File: config.mk
export PLATFORM = sky130hd
export DESIGN_NAME = wb_regfile
export DESIGN_NICKNAME = d
export VERILOG_FILES = /design/src/rtl/wb_regfile.sv
export SDC_FILE = /design/constraint.sdc
export NUM_CORES = 2
export LEC_CHECK = 0
export BUFFER_PORTS_ARGS = -buffer_cell sky130_fd_sc_hd__buf_2
export CAP_MARGIN = 15
export CORE_MARGIN = 2
export CORE_UTILIZATION = 55
export CTS_CLUSTER_SIZE = 40
export DETAILED_ROUTE_END_ITERATION = 7
export PLACE_DENSITY = 0.77
export SYNTH_ARGS = -nofsm -noshare
export SYNTH_HDL_FRONTEND = slang
export SYNTH_SLANG_ARGS = --single-unit
File: constraint.sdc
create_clock -name clk -period 2.7 [get_ports clk]
set_clock_uncertainty 0.05 [all_clocks]
set_input_delay 0.27 -clock clk [delete_from_list [all_inputs] [get_ports clk]]
set_output_delay 0.27 -clock clk [all_outputs]
set_load 0.02 [all_outputs]
File: src/rtl/wb_regfile.sv
// wb_regfile: writeback stage and 32x32 integer register file of the RV32I core.
//
// The block selects the writeback value, which is either the ALU result or an
// extended load lane. It commits that value to the register file and serves
// two combinational read ports, which see a write in the same cycle through a
// bypass. The writeback bus is exported for EX-stage forwarding.
//
// Optional feature macro: RETIRE_CNT_EN
//   defined   -> INSTRET_W-bit retired-instruction counter and instret_o port
//   undefined -> no counter, no instret_o port
module wb_regfile #(
    parameter int INSTRET_W = 64
) (
    input  logic        clk,
    input  logic        rst,
    input  logic [6:0]  opcode_i,
    input  logic [2:0]  funct3_i,
    input  logic [31:0] alu_out_i,
    input  logic [31:0] load_out_i,
    input  logic [4:0]  rd_i,
    input  logic [4:0]  rs1_addr_i,
    input  logic [4:0]  rs2_addr_i,
    output logic [31:0] rs1_data_o,
    output logic [31:0] rs2_data_o,
    output logic        wb_en_o,
    output logic [4:0]  wb_rd_o,
    output logic [31:0] wb_data_o
`ifdef RETIRE_CNT_EN
    ,
    output logic [INSTRET_W-1:0] instret_o
`endif
);

    // ------------------------------------------------------------------
    // Opcode encodings
    // ------------------------------------------------------------------
    localparam logic [6:0] OPC_OP     = 7'b0110011;
    localparam logic [6:0] OPC_OP_IMM = 7'b0010011;
    localparam logic [6:0] OPC_LUI    = 7'b0110111;
    localparam logic [6:0] OPC_AUIPC  = 7'b0010111;
    localparam logic [6:0] OPC_JAL    = 7'b1101111;
    localparam logic [6:0] OPC_JALR   = 7'b1100111;
    localparam logic [6:0] OPC_LOAD   = 7'b0000011;
    // Bubbles injected by the pipeline carry an all-zero opcode.
    localparam logic [6:0] OPC_NOP    = 7'b0000000;

    localparam logic [2:0] F3_LB  = 3'b000;
    localparam logic [2:0] F3_LH  = 3'b001;
    localparam logic [2:0] F3_LW  = 3'b010;
    localparam logic [2:0] F3_LBU = 3'b100;
    localparam logic [2:0] F3_LHU = 3'b101;

    // A counter narrower than one bit cannot be built.
    if (INSTRET_W < 1) begin : g_bad_instret_w
        $error("wb_regfile: INSTRET_W must be at least 1");
    end

    // ------------------------------------------------------------------
    // Helper functions
    // ------------------------------------------------------------------

    // True for every opcode that produces a register result.
    function automatic logic is_writing(input logic [6:0] opc);
        logic w;
        w = 1'b0;
        case (opc)
            OPC_OP, OPC_OP_IMM, OPC_LUI, OPC_AUIPC,
            OPC_JAL, OPC_JALR, OPC_LOAD: w = 1'b1;
            default:                     w = 1'b0;
        endcase
        return w;
    endfunction

    // Byte lane selected by the low address bits.
    function automatic logic [7:0] byte_lane(input logic [31:0] word,
                                             input logic [1:0]  off);
        logic [7:0] b;
        b = word[7:0];
        case (off)
            2'd0:    b = word[7:0];
            2'd1:    b = word[15:8];
            2'd2:    b = word[23:16];
            default: b = word[31:24];
        endcase
        return b;
    endfunction

    // Half lane selected by address bit 1. Address bit 0 is ignored because
    // misaligned halves are not split across lanes.
    function automatic logic [15:0] half_lane(input logic [31:0] word,
                                              input logic        hi);
        return hi ? word[31:16] : word[15:0];
    endfunction

    // Extends the selected lane to 32 bits according to funct3.
    function automatic logic [31:0] load_extend(input logic [2:0]  f3,
                                                input logic [1:0]  off,
                                                input logic [31:0] word);
        logic signed [7:0]  sb;
        logic signed [15:0] sh;
        logic        [31:0] res;
        sb  = byte_lane(word, off);
        sh  = half_lane(word, off[1]);
        res = word;
        case (f3)
            F3_LB:   res = {{24{sb[7]}}, sb};
            F3_LBU:  res = {24'd0, sb};
            F3_LH:   res = {{16{sh[15]}}, sh};
            F3_LHU:  res = {16'd0, sh};
            F3_LW:   res = word;
            default: res = word;
        endcase
        return res;
    endfunction

    // ------------------------------------------------------------------
    // Writeback value selection
    // ------------------------------------------------------------------
    logic        is_load;
    logic [31:0] load_val;

    assign is_load  = (opcode_i == OPC_LOAD);
    assign load_val = load_extend(funct3_i, alu_out_i[1:0], load_out_i);

    // The writeback bus is gated only by the enable. The data tracks the
    // inputs even during reset so that forwarding logic sees a stable value.
    assign wb_en_o   = is_writing(opcode_i) && (rd_i != 5'd0) && !rst;
    assign wb_rd_o   = rd_i;
    assign wb_data_o = is_load ? load_val : alu_out_i;

    // ------------------------------------------------------------------
    // Register array, x1..x31. x0 has no storage.
    // ------------------------------------------------------------------
    logic [31:0] regs [1:31];

    // Commit the writeback value, or clear every register on reset.
    always_ff @(posedge clk) begin
        if (rst) begin
            for (int i = 1; i < 32; i++) begin
                regs[i] <= 32'd0;
            end
        end else if (wb_en_o) begin
            regs[rd_i] <= wb_data_o;
        end
    end

    // ------------------------------------------------------------------
    // Read ports with same-cycle bypass
    // ------------------------------------------------------------------

    // Resolves one read port. x0 wins over the bypass, and the bypass wins
    // over stored contents. wb_en_o is already low during reset, so the
    // bypass is suppressed there without any further gating.
    function automatic logic [31:0] read_port(input logic [4:0]  addr,
                                              input logic        byp_en,
                                              input logic [4:0]  byp_rd,
                                              input logic [31:0] byp_data,
                                              input logic [31:0] stored);
        logic [31:0] d;
        if (addr == 5'd0) begin
            d = 32'd0;
        end else if (byp_en && (addr == byp_rd)) begin
            d = byp_data;
        end else begin
            d = stored;
        end
        return d;
    endfunction

    logic [31:0] rs1_stored;
    logic [31:0] rs2_stored;

    // Array lookups for both ports. Address 0 is masked later in read_port.
    always_comb begin
        rs1_stored = 32'd0;
        rs2_stored = 32'd0;
        if (rs1_addr_i != 5'd0) begin
            rs1_stored = regs[rs1_addr_i];
        end
        if (rs2_addr_i != 5'd0) begin
            rs2_stored = regs[rs2_addr_i];
        end
    end

    assign rs1_data_o = read_port(rs1_addr_i, wb_en_o, rd_i, wb_data_o, rs1_stored);
    assign rs2_data_o = read_port(rs2_addr_i, wb_en_o, rd_i, wb_data_o, rs2_stored);

`ifdef RETIRE_CNT_EN
    // ------------------------------------------------------------------
    // Retired-instruction counter
    // ------------------------------------------------------------------
    logic [INSTRET_W-1:0] instret_q;

    // Count every non-bubble instruction. This includes stores, branches
    // and writes to x0. The counter wraps naturally at all-ones.
    always_ff @(posedge clk) begin
        if (rst) begin
            instret_q <= '0;
        end else if (opcode_i != OPC_NOP) begin
            instret_q <= instret_q + INSTRET_W'(1);
        end
    end

    assign instret_o = instret_q;
`endif

endmodule

# == Yosys cells after proc, flatten, opt, wreduce, memory -nomap -nowiden ==
# Memories as Yosys holds them, arrays and structs flattened.
# Cells that the tools add are included.
# W data, S select, Z words.
# word_totals
ram_bits,992
elab_cells,48
input_bits,91
mem_count,1
reg_bits,0
# mem_list
name,words,word_bits,rd,rd_ports_with_merged_regs,wr,line_no,source
regs,31,32,2,0,31,134,logic [31:0] regs [1:31];
# classes
eq_ne,14
muxes,19
n_reduce_logical,14
# op_table
cell,n
$mux W32,8
$pmux W32 S4,1
$reduce_or A32 Y1,1
$pmux W8 S3,1
$mux W16,1
$reduce_bool A5 Y1,3
$eq A7 B5 Y1 const B,2
$eq A7 B6 Y1 const B,2
$eq A7 B7 Y1 const B,2
$eq A5 B5 Y1,2
$logic_not A5 Y1,2
$eq A7 B2 Y1 const B,1
$mux W1,7
$reduce_or A7 Y1,1
$eq A3 B3 Y1 const B,2
$mux W5,1
$logic_and A1 B1 Y1,4
$eq A3 B1 Y1 const B,1
$logic_not A3 Y1,1
$eq A2 B1 Y1 const B,1
$eq A2 B2 Y1 const B,1
$logic_not A2 Y1,1
$logic_not A1 Y1,1

# == Logic depth before layout (Yosys ltp) ==
# logic_depth
ltp_word,10
ltp_mapped,11

# == Worst setup path after synthesis ==
# No wires, ideal clock.
# synth_timing
path_kind,input -> register
startpoint,input rd_i[3]
endpoint,"memory regs[24][0], enable pin"
cell_stages,7
arrival_ns,2.581
required_ns,2.256
path_slack_ns,-0.325
cell_sequence,buf_2 -> nor2_1 -> and3_1 -> a211oi_2 -> and4_1 -> nand2_1 -> nand2b_1
# synth_lines
item,line_no,source
from (decl),20,"input logic [4:0] rd_i,"
to (decl),134,

# == Final worst setup path ==
# layout_timing
startpoint,input rd_i[4]
endpoint,output rs1_data_o[14]
# layout_between
elab_chain_len,6
elab_cells_between_ends,7
# layout_rtl
item,line_no,source
$reduce_bool A5 Y1,127,assign wb_en_o = is_writing(opcode_i) && (rd_i != 5'd0) && !rst;
$logic_and A1 B1 Y1 (2 in a row),127,
$logic_and A1 B1 Y1 (*),162,end else if (byp_en && (addr == byp_rd)) begin
$mux W32 (*),162,
$mux W32 (*),160,if (addr == 5'd0) begin
to (decl),23,"output logic [31:0] rs1_data_o,"
# Mark *: on every way between the ends. The rest lies on a longest branch, timed or not.

==> results by group <==
Synthesis
  • Distinct cell type count after synthesis: 47
  • Syn avg cell area: approximately 12 um^2
  • Asr flop ratio synth: 0%
  • Synth Flop Type: edfxtp_1
  • Sequential-to-total area share from yosys stat: a little under three fifths
  • Yosys reg bits: between 1000 and 1500
  • Post-Syn Area: 54800 um^2
  • Cells after synthesis: 4484
  • YS warnings: 0
  • EDFF count, synth: slightly above 1000

Setup path
  • CP Class: in -> out
  • WP data required: 2380 ps
  • Worst path arrival time: roughly 2800 ps
  • Crit path launch: rd_i[4]
  • Worst setup EP type: output port
  • Setup crit end: rs1_data_o[14]
  • Crit Path Max Fanout: 7
  • Worst setup SP type: primary input

Cells and area
  • Most flops, register: regs
  • Commonest non-fill, non-tap cell in the layout: nor2_1
  • Syn-to-layout area delta: 26.3%
  • Register Area: 30700 um^2
  • Max reg flops: ~1000
  • # diodes: 0
  • Fill cells: between 6000 and 7000
  • Regs by FF count: regs (1024)
  • Final-stage net count: just over 5000
  • Share of cells above drive strength 1: about a third
  • Commonest non-fill, non-tap cells in the layout: nor2_1, edfxtp_1, buf_4, mux2i_1, mux4_2
  • Multi-input logic area: roughly 24000 um^2
  • Util after Layout: a little over two thirds

Floorplanning
  • Die height: between 300 and 400 um
  • Initial core utilization: 55.6%
  • Die area: 102000 um^2
  • Die width: around 320 um
  • Core Area: roughly 100000 um^2
  • Num ports: slightly below 200
  • Row cnt: between 100 and 150

Clocking
  • Clock sinks: a little over 1000
  • TritonCTS clock tree: built
  • CTS Hold Bufs: 0
  • Clock tree buffer depth: 3
  • Clock Tree Root: clkbuf_16
  • CTS H-tree lvls: 3
  • CTS Buf Count: 104
  • CTS clk-pin slew, worst paths: about 60 ps

Global routing
  • First-pass GRT wire length: 298000 um
  • GRT overflow: 0
  • Initial antenna violation count: 1
  • Largest net degree at the start of global routing: between 80 and 90
  • Vias in the first global route: ~45000
  • Tot GR Track Use: 40.2%

Placed design
  • Gp weighted congestion: 0.971
  • Port Buffers: 192
  • Post-DP HPWL: 139000 um

Pwr
  • Max VDD drop: ~0.00054 V
  • Leakage: about 26 nW
  • PD cells: roughly 590 nW/um^2
  • PnR Total Power: about 41 mW

Route
  • Routed wire length: 213000 um
  • Final ANT Viol Nets: 0
  • Pre-antenna DRT Iters: 8
  • Post-DR wirelength/cell: about 33 um
  • DR vias: between 40000 and 50000
  • Vias per cell: 7.21
  • DRC: 1
  • Initial DRC count: 8497

STA
  • Worst slew pin tran: 963 ps
  • Slew margin rel.: roughly 36%
  • Final min period: between 3000 and 4000 ps
  • Final worst hold slack: between 60 and 70 ps
  • RSZ-0062 raised after global routing: yes
  • Final worst slack: -429 ps
  • Final slew viol count: 0
  • Final setup violating endpoints: 66
  • Final Cycle Share: 116%
  • Max Fclk: 320 MHz
  • Final Hold Vio Count: 0

Min path
  • HP Class: in -> reg
  • Cell depth of the worst hold path: 3

Run status
  • Status: finished, violations left
  • Violations in the final reports: design-rule violations, negative setup slack

Job
  • Max Cap Viol: 0
==> layer usage <==
metal	global-route usage [%]	routed length, um
met2	59.4	92200
met4	27.9	17800
met1	49.1	67400
met3	15.1	35400
met5	0.473	254
==> Yosys cell counts (3+ instances only) <==
library cell	number	area [um^2]
nor2_1	1063	3990
edfxtp_1	1024	30700
mux2i_1	337	3370
clkbuf_1	318	1190
mux4_2	266	5990
nor2b_1	186	1160
nand2_1	156	586
a22oi_1	150	1130
a211oi_1	130	976
buf_2	104	521
nand3_1	95	475
nand2b_1	89	557
mux2_2	71	800
a221oi_1	60	526
o221ai_1	51	447
o32ai_1	46	403
inv_1	43	161
o21ai_0	43	215
a21oi_1	42	210
buf_1	37	139
nor3_1	34	170
o22ai_1	23	144
a211o_1	18	158
o31ai_1	18	135
buf_4	17	128
a32oi_1	14	123
xnor2_1	6	52.6
nand4_1	5	31.3
and3_1	4	25.0
o21ai_1	4	20.0
xor2_1	4	35.0
a21o_1	3	22.5
a22o_1	3	26.3
a41oi_1	3	26.3
==> per-stage QoR <==
step | cell area, um^2 | cells | TNS, ps | setup slack (ps)
6_report | 69300 | 6394 | -7100 | -429
5_1_grt | 69300 | 6394 | -9270 | -416
4_1_cts | 68000 | 6346 | -5230 | -149
3_5_place_dp | 63000 | 6152 | -31140 | -418
3_3_place_gp | 63000 | 6152 | -18970 | -392
2_1_floorplan | 55000 | 4515 | -22620 | -121
==> worst min path at each step <==
stage                              from                         to  slack, ps
after global placement    alu_out_i[28]      regs[0][28]$_DFFE_PP_        700
after global routing      alu_out_i[28]      regs[0][28]$_DFFE_PP_         80
after CTS                 alu_out_i[28]      regs[0][28]$_DFFE_PP_         10
final                     alu_out_i[28]      regs[0][28]$_DFFE_PP_         70
after detailed placement  alu_out_i[28]      regs[0][28]$_DFFE_PP_        700
after floorplan           alu_out_i[11]  regs[5][11]$_SDFFCE_PN0P_        540
==> layout make-up <==
class                   count  area share (%)
multi-input cells        2972            35.0
flip-flops and latches   1024            44.4
repair buffers            876            13.0
clock inverters            70            1.03
well taps                1287            2.32
inverters                  43           0.238
clock buffers             122            3.95
==> cells by family (layout without fill, tap and decap cells) <==
kind of cell | Yosys count | after routing | synth area share (%)
AOI/OAI and AO/OA | 618 | 618 | 8.47
xor gates and xnor gates | 10 | 10 | 0.160
buffers and inverters | 519 | 1111 | 3.91
DFF | 1024 | 1024 | 56.1
muxes | 674 | 674 | 18.5
other | 1 | 32 | 0.00684
and+or+nand+nor | 1638 | 1638 | 12.8
==> critical path, stage by stage <==
cell and delay (ps):
buf_2 140, nor2_2 330, and3_1 360, a211oi_4 80
buf_12 170, a221oi_4 340, buf_6 180, clkbuf_16 180
nand3_1 320, o221ai_4 260, buf_6 170
==> timing repair <==
item | 4_1_cts | 5_1_grt
hold endpoints to repair | 0 | 0
gates resized for setup | 323 | 140
pin swaps | 57 | 46
setup buffers | 16 | 47
endpoints found under the setup margin | 70 | 81
cloned | 0 | 4
==> power breakdown <==
part	switching (mW)	total [mW]	internal [mW]
combinational	4.16	7.27	3.11
clock	6.33	15.0	8.63
sequential	0.470	18.8	18.3
No activity file was read; power rests on OpenSTA's default activity.
